==> src/rtl/pipe_skid_buffer.sv <==
// rtl/pipe_skid_buffer.sv - two-entry elastic pipeline register with registered ready
//
// Purpose:
//   Decouples a producing stage from a consuming stage. There are two storage registers.
//   The main register is the head and drives out_data_o. The skid register holds a
//   second entry. in_ready_o and out_valid_o are decoded from the state register only.
//   As a result, downstream back-pressure never reaches upstream combinationally.
//
// Optional feature (macro PIPE_SKID_BUFFER_STATS_EN):
//   Adds stall_cnt_o. This saturating counter counts cycles where out_valid_o = 1 and
//   out_ready_i = 0. It is cleared by reset_n and is not affected by flush_i.
//
// Ports:
//   clk_i        clock, rising edge
//   reset_n      asynchronous active-low reset
//   flush_i      synchronous flush, drops all held entries
//   in_valid_i   upstream payload valid
//   in_data_i    upstream payload
//   in_ready_o   buffer can accept a payload this cycle
//   out_valid_o  out_data_o holds a valid payload
//   out_data_o   oldest held payload
//   out_ready_i  downstream accepts the payload this cycle
//   stall_cnt_o  stall cycle counter (PIPE_SKID_BUFFER_STATS_EN only)

module pipe_skid_buffer #(
    parameter int WIDTH = 32
) (
    input  logic             clk_i,
    input  logic             reset_n,
    input  logic             flush_i,
    input  logic             in_valid_i,
    input  logic [WIDTH-1:0] in_data_i,
    output logic             in_ready_o,
    output logic             out_valid_o,
    output logic [WIDTH-1:0] out_data_o,
    input  logic             out_ready_i
`ifdef PIPE_SKID_BUFFER_STATS_EN
    ,
    output logic [31:0]      stall_cnt_o
`endif
);

    typedef enum logic [1:0] {
        EMPTY = 2'd0,
        HALF  = 2'd1,
        FULL  = 2'd2
    } state_t;

    state_t           state_q;
    state_t           state_d;
    logic [WIDTH-1:0] main_q;
    logic [WIDTH-1:0] skid_q;
    logic             main_load;
    logic             main_from_skid;
    logic             skid_load;
    logic             in_fire;
    logic             out_fire;

    assign in_ready_o  = (state_q != FULL);
    assign out_valid_o = (state_q != EMPTY);
    assign out_data_o  = main_q;

    assign in_fire  = in_valid_i & in_ready_o;
    assign out_fire = out_valid_o & out_ready_i;

    always_ff @(posedge clk_i or negedge reset_n) begin
        if (!reset_n) begin
            state_q <= EMPTY;
        end else begin
            state_q <= state_d;
        end
    end

    always_comb begin
        state_d        = state_q;
        main_load      = 1'b0;
        main_from_skid = 1'b0;
        skid_load      = 1'b0;
        if (flush_i) begin
            // A payload offered in the flush cycle is dropped, so no loads happen.
            state_d = EMPTY;
        end else begin
            case (state_q)
                EMPTY: begin
                    if (in_fire) begin
                        state_d   = HALF;
                        main_load = 1'b1;
                    end
                end
                HALF: begin
                    if (in_fire && out_fire) begin
                        main_load = 1'b1;
                    end else if (in_fire) begin
                        state_d   = FULL;
                        skid_load = 1'b1;
                    end else if (out_fire) begin
                        state_d = EMPTY;
                    end
                end
                FULL: begin
                    // in_ready_o is low here, so only the drain path exists.
                    if (out_fire) begin
                        state_d        = HALF;
                        main_load      = 1'b1;
                        main_from_skid = 1'b1;
                    end
                end
                default: state_d = EMPTY;
            endcase
        end
    end

    // The data registers are enabled only on load, so they stay quiet while idle.
    always_ff @(posedge clk_i or negedge reset_n) begin
        if (!reset_n) begin
            main_q <= '0;
            skid_q <= '0;
        end else begin
            if (main_load) begin
                main_q <= main_from_skid ? skid_q : in_data_i;
            end
            if (skid_load) begin
                skid_q <= in_data_i;
            end
        end
    end

`ifdef PIPE_SKID_BUFFER_STATS_EN
    always_ff @(posedge clk_i or negedge reset_n) begin
        if (!reset_n) begin
            stall_cnt_o <= '0;
        end else if (out_valid_o && !out_ready_i && (stall_cnt_o != 32'hFFFF_FFFF)) begin
            stall_cnt_o <= stall_cnt_o + 32'd1;
        end
    end
`endif

endmodule

==> config.mk <==
export PLATFORM = sky130hd
export DESIGN_NAME = pipe_skid_buffer
export DESIGN_NICKNAME = d
export VERILOG_FILES = /design/src/rtl/pipe_skid_buffer.sv
export SDC_FILE = /design/constraint.sdc
export NUM_CORES = 1
export LEC_CHECK = 0
export BUFFER_PORTS_ARGS = -buffer_cell sky130_fd_sc_hd__buf_2
export CAP_MARGIN = 15
export CORE_MARGIN = 10
export CORE_UTILIZATION = 45
export DETAILED_ROUTE_END_ITERATION = 10
export PLACE_DENSITY = 0.68
export SYNTH_ARGS = -nofsm -noshare
export SYNTH_HDL_FRONTEND = slang
export SYNTH_SLANG_ARGS = --single-unit
==> constraint.sdc <==
create_clock -name clk_i -period 2 [get_ports clk_i]
set_input_delay 0.2 -clock clk_i [delete_from_list [all_inputs] [get_ports clk_i]]
set_output_delay 0.2 -clock clk_i [all_outputs]
set_load 0.02 [all_outputs]
Yosys cells after proc, flatten, opt, wreduce, memory -nomap -nowiden:

Index checks and enable logic that the tools add are counted.

* memories: 0
* word-level logic and storage cells: 34
* RAM bits: 0
* input port bits: 37
* output and inout bits: 34
* bits in latches: 0
* register bits: 66
* memory bits (read-only): 0

* reduce and logical (&&, ||, !) cells: 4
* equal/unequal tests: 7
* add/subtract/negate cells: 0
* shifts and indexed selects: 0
* magnitude comparators: 0
* mux-type cells: 18
* divide/modulo/power cells: 0
* bitwise logic cells: 2
* $mul: 0

Operators by type and width (number)
* 2-to-1 mux 32 bit: 1
* 2-to-1 mux 2 bit: 6
* 2-to-1 mux 1 bit: 9
* != test 3 bit (second input constant): 3
* one-hot mux 2 bit (3 select lines): 1
* != test 4 bit (second input constant): 1
* AND reduction 4 bit: 1
* one-hot mux 1 bit (3 select lines): 1
* AND 1 bit: 2
* equality test 2 x 1 -> 1 bit (second input constant): 1
* equality test 2 bit (second input constant): 1
* zero test 2 bit: 1
* != test 2 bit (second input constant): 1
* nonzero test 2 bit: 1
* logical AND 1 bit: 1

Longest topological paths before layout:

Gate-level depths: netlist of run 1.

* depth after elaboration: 7
* mapped depth: 5

Worst setup path before layout of run 1:

OpenSTA, ideal clock, no wires.

* kind: register to register
* start point: register state_q[0]
* end point: register main_q[0], in the netlist out_data_o[0]
* clock period less this slack: 1.779 ns
* path slack: 0.221 ns
* data arrival time: 1.654 ns
* setup time: 0.125 ns
* cell stages (with the launch flop): 6
* data required time: 1.875 ns
* cell sequence: dfrtp_1 -> or2b_4 -> nor2_4 -> buf_6 -> mux2_4 -> mux2_4

* longest elaborated chain between the ends: 6
* elaborated cells on any way between the ends: 16
* classes of those cells: eq/ne (3); mux (8); bitwise (2); reduce/logical (3)

Ends and longest elaborated chain
* start: declaration: line 49 `state_t state_q;`
* start signal: assignment: line 70 `state_q <= state_d;`
* != test 2 bit (*): line 59 `assign in_ready_o = (state_q != FULL);`
* named net in_ready_o: line 33 `output logic in_ready_o,`
* AND 1 bit (*): line 63 `assign in_fire = in_valid_i & in_ready_o;`
* logical AND 1 bit: line 91 `if (in_fire && out_fire) begin`
* 2-to-1 mux 1 bit: line 91
* one-hot mux 1 bit (3 select lines) (*): line 83 `case (state_q)`
* 2-to-1 mux 1 bit (*): line 79 `if (flush_i) begin`
* end signal: assignment: line 120 `main_q <= main_from_skid ? skid_q : in_data_i;`
* end: declaration: line 51 `logic [WIDTH-1:0] main_q;`

Mark *: on every way through the listed nets, which the timed path passes. The rest lies on a longest branch.
A chain may end at the register's enable or synchronous reset.

Worst setup path in the final report of run 1:

* start point: register state_q[1]
* end point: register main_q[9], in the netlist out_data_o[9]

* longest elaborated chain between the ends: 6
* elaborated cells on any way between the ends: 16
* classes of those cells: eq/ne (3); mux (8); bitwise (2); reduce/logical (3)

Ends and longest elaborated chain (line)
* != test 2 bit or nonzero test 2 bit (tied branches): 59, 60
* AND 1 bit (on tied branches): 63, 64
* logical AND 1 bit or 2-to-1 mux 1 bit (tied branches): 91, 102
* 2-to-1 mux 1 bit (on tied branches): 91, 83
* one-hot mux 1 bit (3 select lines) or 2-to-1 mux 1 bit (tied branches): 83, 79
* 2-to-1 mux 1 bit or 2-to-1 mux 32 bit (tied branches): 79, 120

Several ways; a longest one is shown, not always the timed one.

==> results.cfg, run 1 <==
[setup_path]
worstSetupEndpointType = flop
crit_required_ns = 2.21
worst_setup_path_start_kind = flop
critPathKind = reg -> reg
crit_arrival_ns = 2.02
path_max_fanout = 25

[placement]
portBuffers = 70
routabilityCongestion = 0.659
dp.final_hpwl_um = 4110

[detailed_routing]
wl_met3_um = 395
firstDrtPassIters = 2
met2WireLength_um = 2790
met1_length_um = 2540
drc = 0
avgRoutedWirePerCell_um = 15.8
ant_nets = 0
routed_wl_um = 5830
first_iter_violations = 34
top_layer = met4
vias = 1733
viasPerCell = 4.70

[pwr]
p_seq_frac = 0.476
cellPowerDensity_nw_per_um2 = 988
ir_drop_mv = 0.533
internal-power_w = 0.00279
p_clk_frac = 0.277
p_switching_w = 0.00104
combPwrFrac = 0.248
power.leakage_nw = 1.87
switching_share = 0.272

[timing]
fin_hold_ws_ns = 0.106
setup_violations = 0
slew_viol_final = 0
hold_violations = 0
worstMarginPinSlew_ns = 0.360
finalCriticalPeriod_ns = 1.81
worst_slew_margin_rel = 0.760
fin_worst_skew_ns = 0.00600
rsz0062_at_grt = false
setup-tns-final_ns = 0
max_freq_mhz = 551
finalCritPeriodShare = 0.907

[clock_tree]
clk_pin_slew_ns = 0.06
h-tree-depth = 3
cts.sinks = 66
clockBufferDepth = 2
worstSkewPairLatency_ns = 0.33
cts_root_buffer = clkbuf_8
tritoncts = yes
cts_buffers = 9

[cells_and_area]
final_common_cell = buf_2
layout_common_cells = buf_2, dfrtp_1, mux2_4
num-nets-final = 306
syn_to_final_growth_pct = 21.8
antenna_cells = 0
drive_above_1_share = 0.703

[global_routing]
grt_max_degree = 67
grt_usage = 0.110
grt-ovfl-total = 0
grt_pass1_vias = 1922
grt_pass1_wl_um = 9610
antenna_found_initial = 0

[hold_path]
hp-class = in -> reg

[logic_synthesis]
synthSimpleGateAreaFrac = 0.0260
yosysTopAreaCell = dfrtp_1
yosys_warnings = 0
yosys.area_share.adder = 0
synth_seq_cells = 66
yosysSeqAreaShare = 0.519
synth_mux_area_frac = 0.411
yosys.cell_types.count = 19
syn_nets = 226
synthXorXnorAreaFrac = 0
synth_compound_area_frac = 0.0146
synth.avg_cell_area_sq_um = 16.8
synth_top_area_frac = 0.519
yosys-top-cells-area = dfrtp_1, mux2_4, mux2_2
synth_area_sq_um = 3180
netlist_instances = 189
synth_top_family_by_area = multiplexers

[die]
fp.dieArea_sq_um = 10800
die_w_um = 104
initial_core_util = 0.466
std_cell_rows = 30
die_height_um = 104
coreArea_sq_um = 6830
io-pin-count = 71

[job]
maxCapViolCount = 0

[outcome]
status = finished clean
## stage by stage
stage,util,std cells,setup WS (ns),power (W),area (sq um)
after detailed placement,0.538,353,0.180,0.00281,3680
after global placement,0.538,353,0.232,0.00277,3680
after CTS,0.567,369,0.166,0.00391,3870
after floorplan,-,189,0.221,0.00249,3180
after global routing,0.567,369,0.0946,0.00405,3870
final,0.567,369,0.187,0.00383,3870
## final timing paths
kind / depth (start not counted) / end / slack, ns / startpoint
max: 5 / out_data_o[9] / 0.19 / state_q[1]
min: 2 / state_q[0] / 0.11 / flush_i
max reg2reg: 5 / out_data_o[9] / 0.19 / state_q[1]
min reg2reg: 1 / skid_q[9] / 0.50 / skid_q[9]
max in group asynchronous: 3 / skid_q[0] / 1.29 / reset_n
min in group asynchronous: 3 / out_data_o[17] / 0.41 / reset_n
## state kept, by name, indices dropped and copies added (netlist names)
name,count
skid_q,32
out_data_o,32
state_q,2
## synth_stat cells, drive strengths merged
cell    instances
a21boi          1
nand2           2
buf             9
a21o            1
a21oi           2
nor2            3
or3b            1
mux2           96
dfrtp          66
or2             1
o31ai           1
or2b            1
nand3           1
nor2b           1
nand2b          3
## timing repair
item | 4_1_cts | 5_1_grt
hold endpoints to repair | 66 | 0
setup buffers | 0 | 0
hold buffers | 1 | 0
resized for setup | 0 | 0
## logic make-up after synthesis
| family | after synthesis |
|---|---|
| compound gates | 5 |
| buf+inv | 9 |
| flops | 66 |
| mux | 96 |
| simple gates | 13 |
## cell type report
class | instances | area [sq um]
Fill cell | 590 | 2960
Sequential cell | 66 | 1650
Multi-Input combinational cell | 114 | 1440
Timing Repair Buffer | 78 | 475
Clock buffer | 12 | 145
Tap cell | 96 | 120
Clock inverter | 3 | 40.0
## worst max-delay path, cell delays in order, from the launching register on
cell and delay (ns):
dfrtp_1 0.40, or2b_4 0.32, nor2_4 0.14, buf_12 0.23
mux2_2 0.36, mux2_2 0.26
## power by group through the flow
stage / combinational (W) / sequential [W] / clock (W)
3_3_place_gp: 0.000946 / 0.00183 / 0
2_1_floorplan: 0.000501 / 0.00199 / 0
4_1_cts: 0.000971 / 0.00182 / 0.00111
3_5_place_dp: 0.000970 / 0.00184 / 0
6_report: 0.000947 / 0.00182 / 0.00106
5_1_grt: 0.00103 / 0.00187 / 0.00116
## layer usage
metal,vias up,track usage
met5,-,0
met4,0,0.0537
met1,845,0.128
met3,9,0.0434
met2,48,0.171
li1,831,-
Power figures use the tool's default switching activity.
==> inputs of run 2 (changes only) <==
--- a/config.mk
+++ b/config.mk
@@ -6,7 +6,7 @@
 export NUM_CORES = 1
 export LEC_CHECK = 0
 export BUFFER_PORTS_ARGS = -buffer_cell sky130_fd_sc_hd__buf_2
-export CAP_MARGIN = 15
+export CAP_MARGIN = 40
 export CORE_MARGIN = 10
 export CORE_UTILIZATION = 45
 export DETAILED_ROUTE_END_ITERATION = 10
==> constraint.sdc (replaced) <==
create_clock -name clk_i -period 2 [get_ports clk_i]
set_input_delay 0.3 -clock clk_i [delete_from_list [all_inputs] [get_ports clk_i]]
set_output_delay 0.3 -clock clk_i [all_outputs]
set_load 0.02 [all_outputs]
==> results.cfg, run 2 (synthesized netlist as in run 1, its figures left out) <==
[pwr]
switching_share = 0.279
internal-power_w = 0.00283
power.leakage_nw = 1.87
p_clk_frac = 0.293
combPwrFrac = 0.242
ir_drop_mv = 0.495
p_seq_frac = 0.464
cellPowerDensity_nw_per_um2 = 1010
p_switching_w = 0.00109

[clock_tree]
hold_buffers = 1
clk_pin_slew_ns = 0.07
cts_buffers = 9
cts_resized = 0
cts_root_buffer = clkbuf_8
worstSkewPairLatency_ns = 0.34
h-tree-depth = 3
cts_setup_buffers = 0
clockBufferDepth = 2
cts.sinks = 66
tritoncts = yes

[timing]
finalCritPeriodShare = 0.907
max_freq_mhz = 551
fin_worst_skew_ns = 0.00921
rsz0062_at_grt = false
setup_violations = 0
slew_viol_final = 0
fin_hold_ws_ns = 0.186
worst_slew_margin_rel = 0.768
hold_violations = 0
finalCriticalPeriod_ns = 1.81
worstMarginPinSlew_ns = 0.348
setup-tns-final_ns = 0

[detailed_routing]
drc = 0
routed_wl_um = 5840
vias = 1745
ant_nets = 0
viasPerCell = 4.72
avgRoutedWirePerCell_um = 15.8
firstDrtPassIters = 4
first_iter_violations = 43

[setup_path]
path_delay_family = multiplexers
crit_start = state_q[1]
worst_setup_path_start_kind = flop
reg2reg_from = state_q[1]
slowest_delay_ns = 0.39
critPathBufInv = 1
path_max_fanout = 25
crit_required_ns = 2.22
worstSetupEndpointType = flop
crit_path_frequent_cell = mux2_2
critPathKind = reg -> reg
critPathSlowestCell = dfrtp_1
crit_arrival_ns = 2.03
crit_chain = or2b_4 > nor2_4 > buf_12 > mux2_2 > mux2_2

[die]
io-pin-count = 71
coreArea_sq_um = 6830
initial_core_util = 0.466
die_w_um = 104
die_height_um = 104
std_cell_rows = 30
fp.dieArea_sq_um = 10800

[global_routing]
grt-ovfl-total = 0
grt_pass1_vias = 1966
grt_usage = 0.112
grt_pass1_wl_um = 9830
grt_max_degree = 67
antenna_found_initial = 0

[job]
maxCapViolCount = 0

[cells_and_area]
num-nets-final = 306
drive_above_1_share = 0.708
fillers = 586
fin_area_sq_um = 3890
syn_to_final_growth_pct = 22.4
layout_common_cells = buf_2, dfrtp_1, mux2_4
antenna_cells = 0
final_common_cell = buf_2

[hold_path]
hp-class = in -> reg
min_from = flush_i

[placement]
place_area_sq_um = 3680
dp.final_hpwl_um = 4080
portBuffers = 70
routabilityCongestion = 0.659

[outcome]
status = finished clean
## run 2: path summary, 6_finish.rpt
check,slack (ns),end,cells past startpoint
max in group asynchronous,1.21,out_data_o[3],3
min reg2reg,0.50,skid_q[9],1
max,0.19,out_data_o[9],5
min,0.19,state_q[0],2
min in group asynchronous,0.51,out_data_o[17],3
max reg2reg,0.19,out_data_o[9],5
## run 2: metrics by stage
stage | total power (W) | instances | util | setup WS (ns)
6_report | 0.00392 | 370 | 0.570 | 0.186
5_1_grt | 0.00414 | 370 | 0.570 | 0.120
4_1_cts | 0.00398 | 370 | 0.570 | 0.180
3_5_place_dp | 0.00281 | 353 | 0.538 | 0.198
3_3_place_gp | 0.00277 | 353 | 0.538 | 0.233
2_1_floorplan | 0.00249 | 189 | - | 0.221
## run 2: power by group through the flow
stage / combinational [W] / clock (W) / sequential [W]
global placement: 0.000946 / 0 / 0.00183
global route: 0.00103 / 0.00124 / 0.00187
CTS: 0.000973 / 0.00119 / 0.00182
finish: 0.000950 / 0.00115 / 0.00182
detailed placement: 0.000970 / 0 / 0.00184
floorplan: 0.000501 / 0 / 0.00199
## run 2: area by class of cell
type	count	area (sq um)	share of cell area
timing repair buffer	78	475	0.122
sequential	66	1650	0.424
multi-input combinational	114	1440	0.370
tap	96	120	0.0309
clock inverter	4	50.0	0.0129
clock buffer	12	155	0.0399
## run 2: per-layer routing
metal,vias to the layer above,part of all wire,GRT usage
met2,51,0.48,0.176
li1,832,-,-
met5,-,0,0
met1,854,0.44,0.133
met4,0,0.016,0.0567
met3,8,0.062,0.0403
==> inputs of run 3 (changes only) <==
--- a/config.mk
+++ b/config.mk
@@ -5,12 +5,14 @@
 export SDC_FILE = /design/constraint.sdc
 export NUM_CORES = 1
 export LEC_CHECK = 0
+export ABC_CLOCK_PERIOD_IN_PS = 2000
 export BUFFER_PORTS_ARGS = -buffer_cell sky130_fd_sc_hd__buf_2
 export CAP_MARGIN = 40
 export CORE_MARGIN = 10
 export CORE_UTILIZATION = 45
 export DETAILED_ROUTE_END_ITERATION = 10
 export PLACE_DENSITY = 0.68
+export RECOVER_POWER = 50
 export SYNTH_ARGS = -nofsm -noshare
 export SYNTH_HDL_FRONTEND = slang
 export SYNTH_SLANG_ARGS = --single-unit
==> results.cfg, run 3 (synthesized netlist as in run 1, its figures left out) <==
[setup_path]
path_max_fanout = 25
worstSetupEndpointType = flop
reg2reg_slack_ns = 0.19
crit_required_ns = 2.22
critPathKind = reg -> reg
timing.rr.end = out_data_o[9]
crit_arrival_ns = 2.03
worst_setup_path_start_kind = flop
ff2ff_path_depth = 5
reg2reg_from = state_q[1]

[placement]
dp.final_hpwl_um = 4080
place_area_sq_um = 3680
routabilityCongestion = 0.659
place_ws_ns = 0.198
portBuffers = 70

[hold_path]
hp-class = in -> reg
worstHoldEndpoint = state_q[0]
worstHoldPathCells = 2
min_from = flush_i

[die]
std_cell_rows = 30
die_height_um = 104
initial_core_util = 0.466
die_w_um = 104
io-pin-count = 71
fp.dieArea_sq_um = 10800
coreArea_sq_um = 6830

[detailed_routing]
firstDrtPassIters = 2
first_iter_violations = 36
routed_wl_um = 5810
drc = 0
avgRoutedWirePerCell_um = 15.7
vias = 1745
ant_nets = 0
viasPerCell = 4.72

[cells_and_area]
antenna_cells = 0
utilization = 0.565
fin_area_sq_um = 3860
num-nets-final = 306
multi_input_area_sq_um = 1440
drive_above_1_share = 0.650
fillers = 597
layout_common_cells = dfrtp_1, mux2_4, buf_2
syn_to_final_growth_pct = 21.4
final_common_cell = dfrtp_1
seq_area_sq_um = 1650

[global_routing]
grt_max_degree = 67
grt_pass1_wl_um = 9830
grt_usage = 0.112
antenna_found_initial = 0
grt-ovfl-total = 0
grt_pass1_vias = 1966

[job]
maxCapViolCount = 0

[timing]
setup-tns-final_ns = 0
fin_worst_skew_ns = 0.00934
postLayoutSetupSlackWorst_ns = 0.189
rsz0062_at_grt = false
worst_slew_margin_rel = 0.422
setup_violations = 0
finalCritPeriodShare = 0.906
hold_violations = 0
finalCriticalPeriod_ns = 1.81
slew_viol_final = 0
worstMarginPinSlew_ns = 0.867
max_freq_mhz = 552

[outcome]
status = finished clean

[pwr]
ir_drop_mv = 0.497
cellPowerDensity_nw_per_um2 = 1010
power.leakage_nw = 1.82

[clock_tree]
worstSkewPairLatency_ns = 0.33
cts.sinks = 66
cts_buffers = 9
clockBufferDepth = 2
h-tree-depth = 3
cts_root_buffer = clkbuf_8
tritoncts = yes
clk_pin_slew_ns = 0.07
cts_setup_buffers = 0
## run 3: worst max-delay path by stage
stage               startpoint             to  cells after the start
finish              state_q[1]  out_data_o[9]                      5
global route        state_q[1]  out_data_o[8]                      5
CTS                 state_q[1]  out_data_o[9]                      5
detailed placement  state_q[1]  out_data_o[9]                      5
global placement    state_q[1]  out_data_o[8]                      5
floorplan           state_q[0]  out_data_o[0]                      5
## run 3: layout make-up
cell class	count	area share
tap	96	0.0311
clock buffer	12	0.0402
timing repair buffer	78	0.115
clock inverter	4	0.0130
sequential	66	0.428
multi-input combinational	114	0.373
## run 3: per-layer routing
layer,global-route usage,share of wire,wire (um)
met1,0.133,0.44,2580
met2,0.176,0.48,2790
met3,0.0403,0.056,327
met4,0.0567,0.021,120
met5,0,0,0
## run 3: metrics by stage
step	total power, W	hold WS (ns)	std cells
2_1_floorplan	0.00249	0.00441	189
3_3_place_gp	0.00277	0.349	353
3_5_place_dp	0.00281	0.350	353
6_report	0.00389	0.188	370
4_1_cts	0.00398	0.174	370
5_1_grt	0.00412	0.190	370
## run 3: where the power goes
| part | switching [W] | internal (W) | total (W) | leakage (nW) |
|---|---|---|---|---|
| logic | 0.000421 | 0.000505 | 0.000926 | 0.931 |
| registers | 0.000163 | 0.00166 | 0.00182 | 0.794 |
| clock network | 0.000504 | 0.000642 | 0.00115 | 0.0986 |
## run 3: critical path, stage by stage, from the launching register on
cell and delay [ns]:
dfrtp_1 0.39, or2b_4 0.31, nor2_4 0.14, buf_12 0.23
mux2_2 0.35, mux2_2 0.26
## run 3: repair_timing
item | 4_1_cts | 5_1_grt
resized for setup | 0 | 0
endpoints found under the hold margin | 66 | 0
hold buffers | 1 | 0
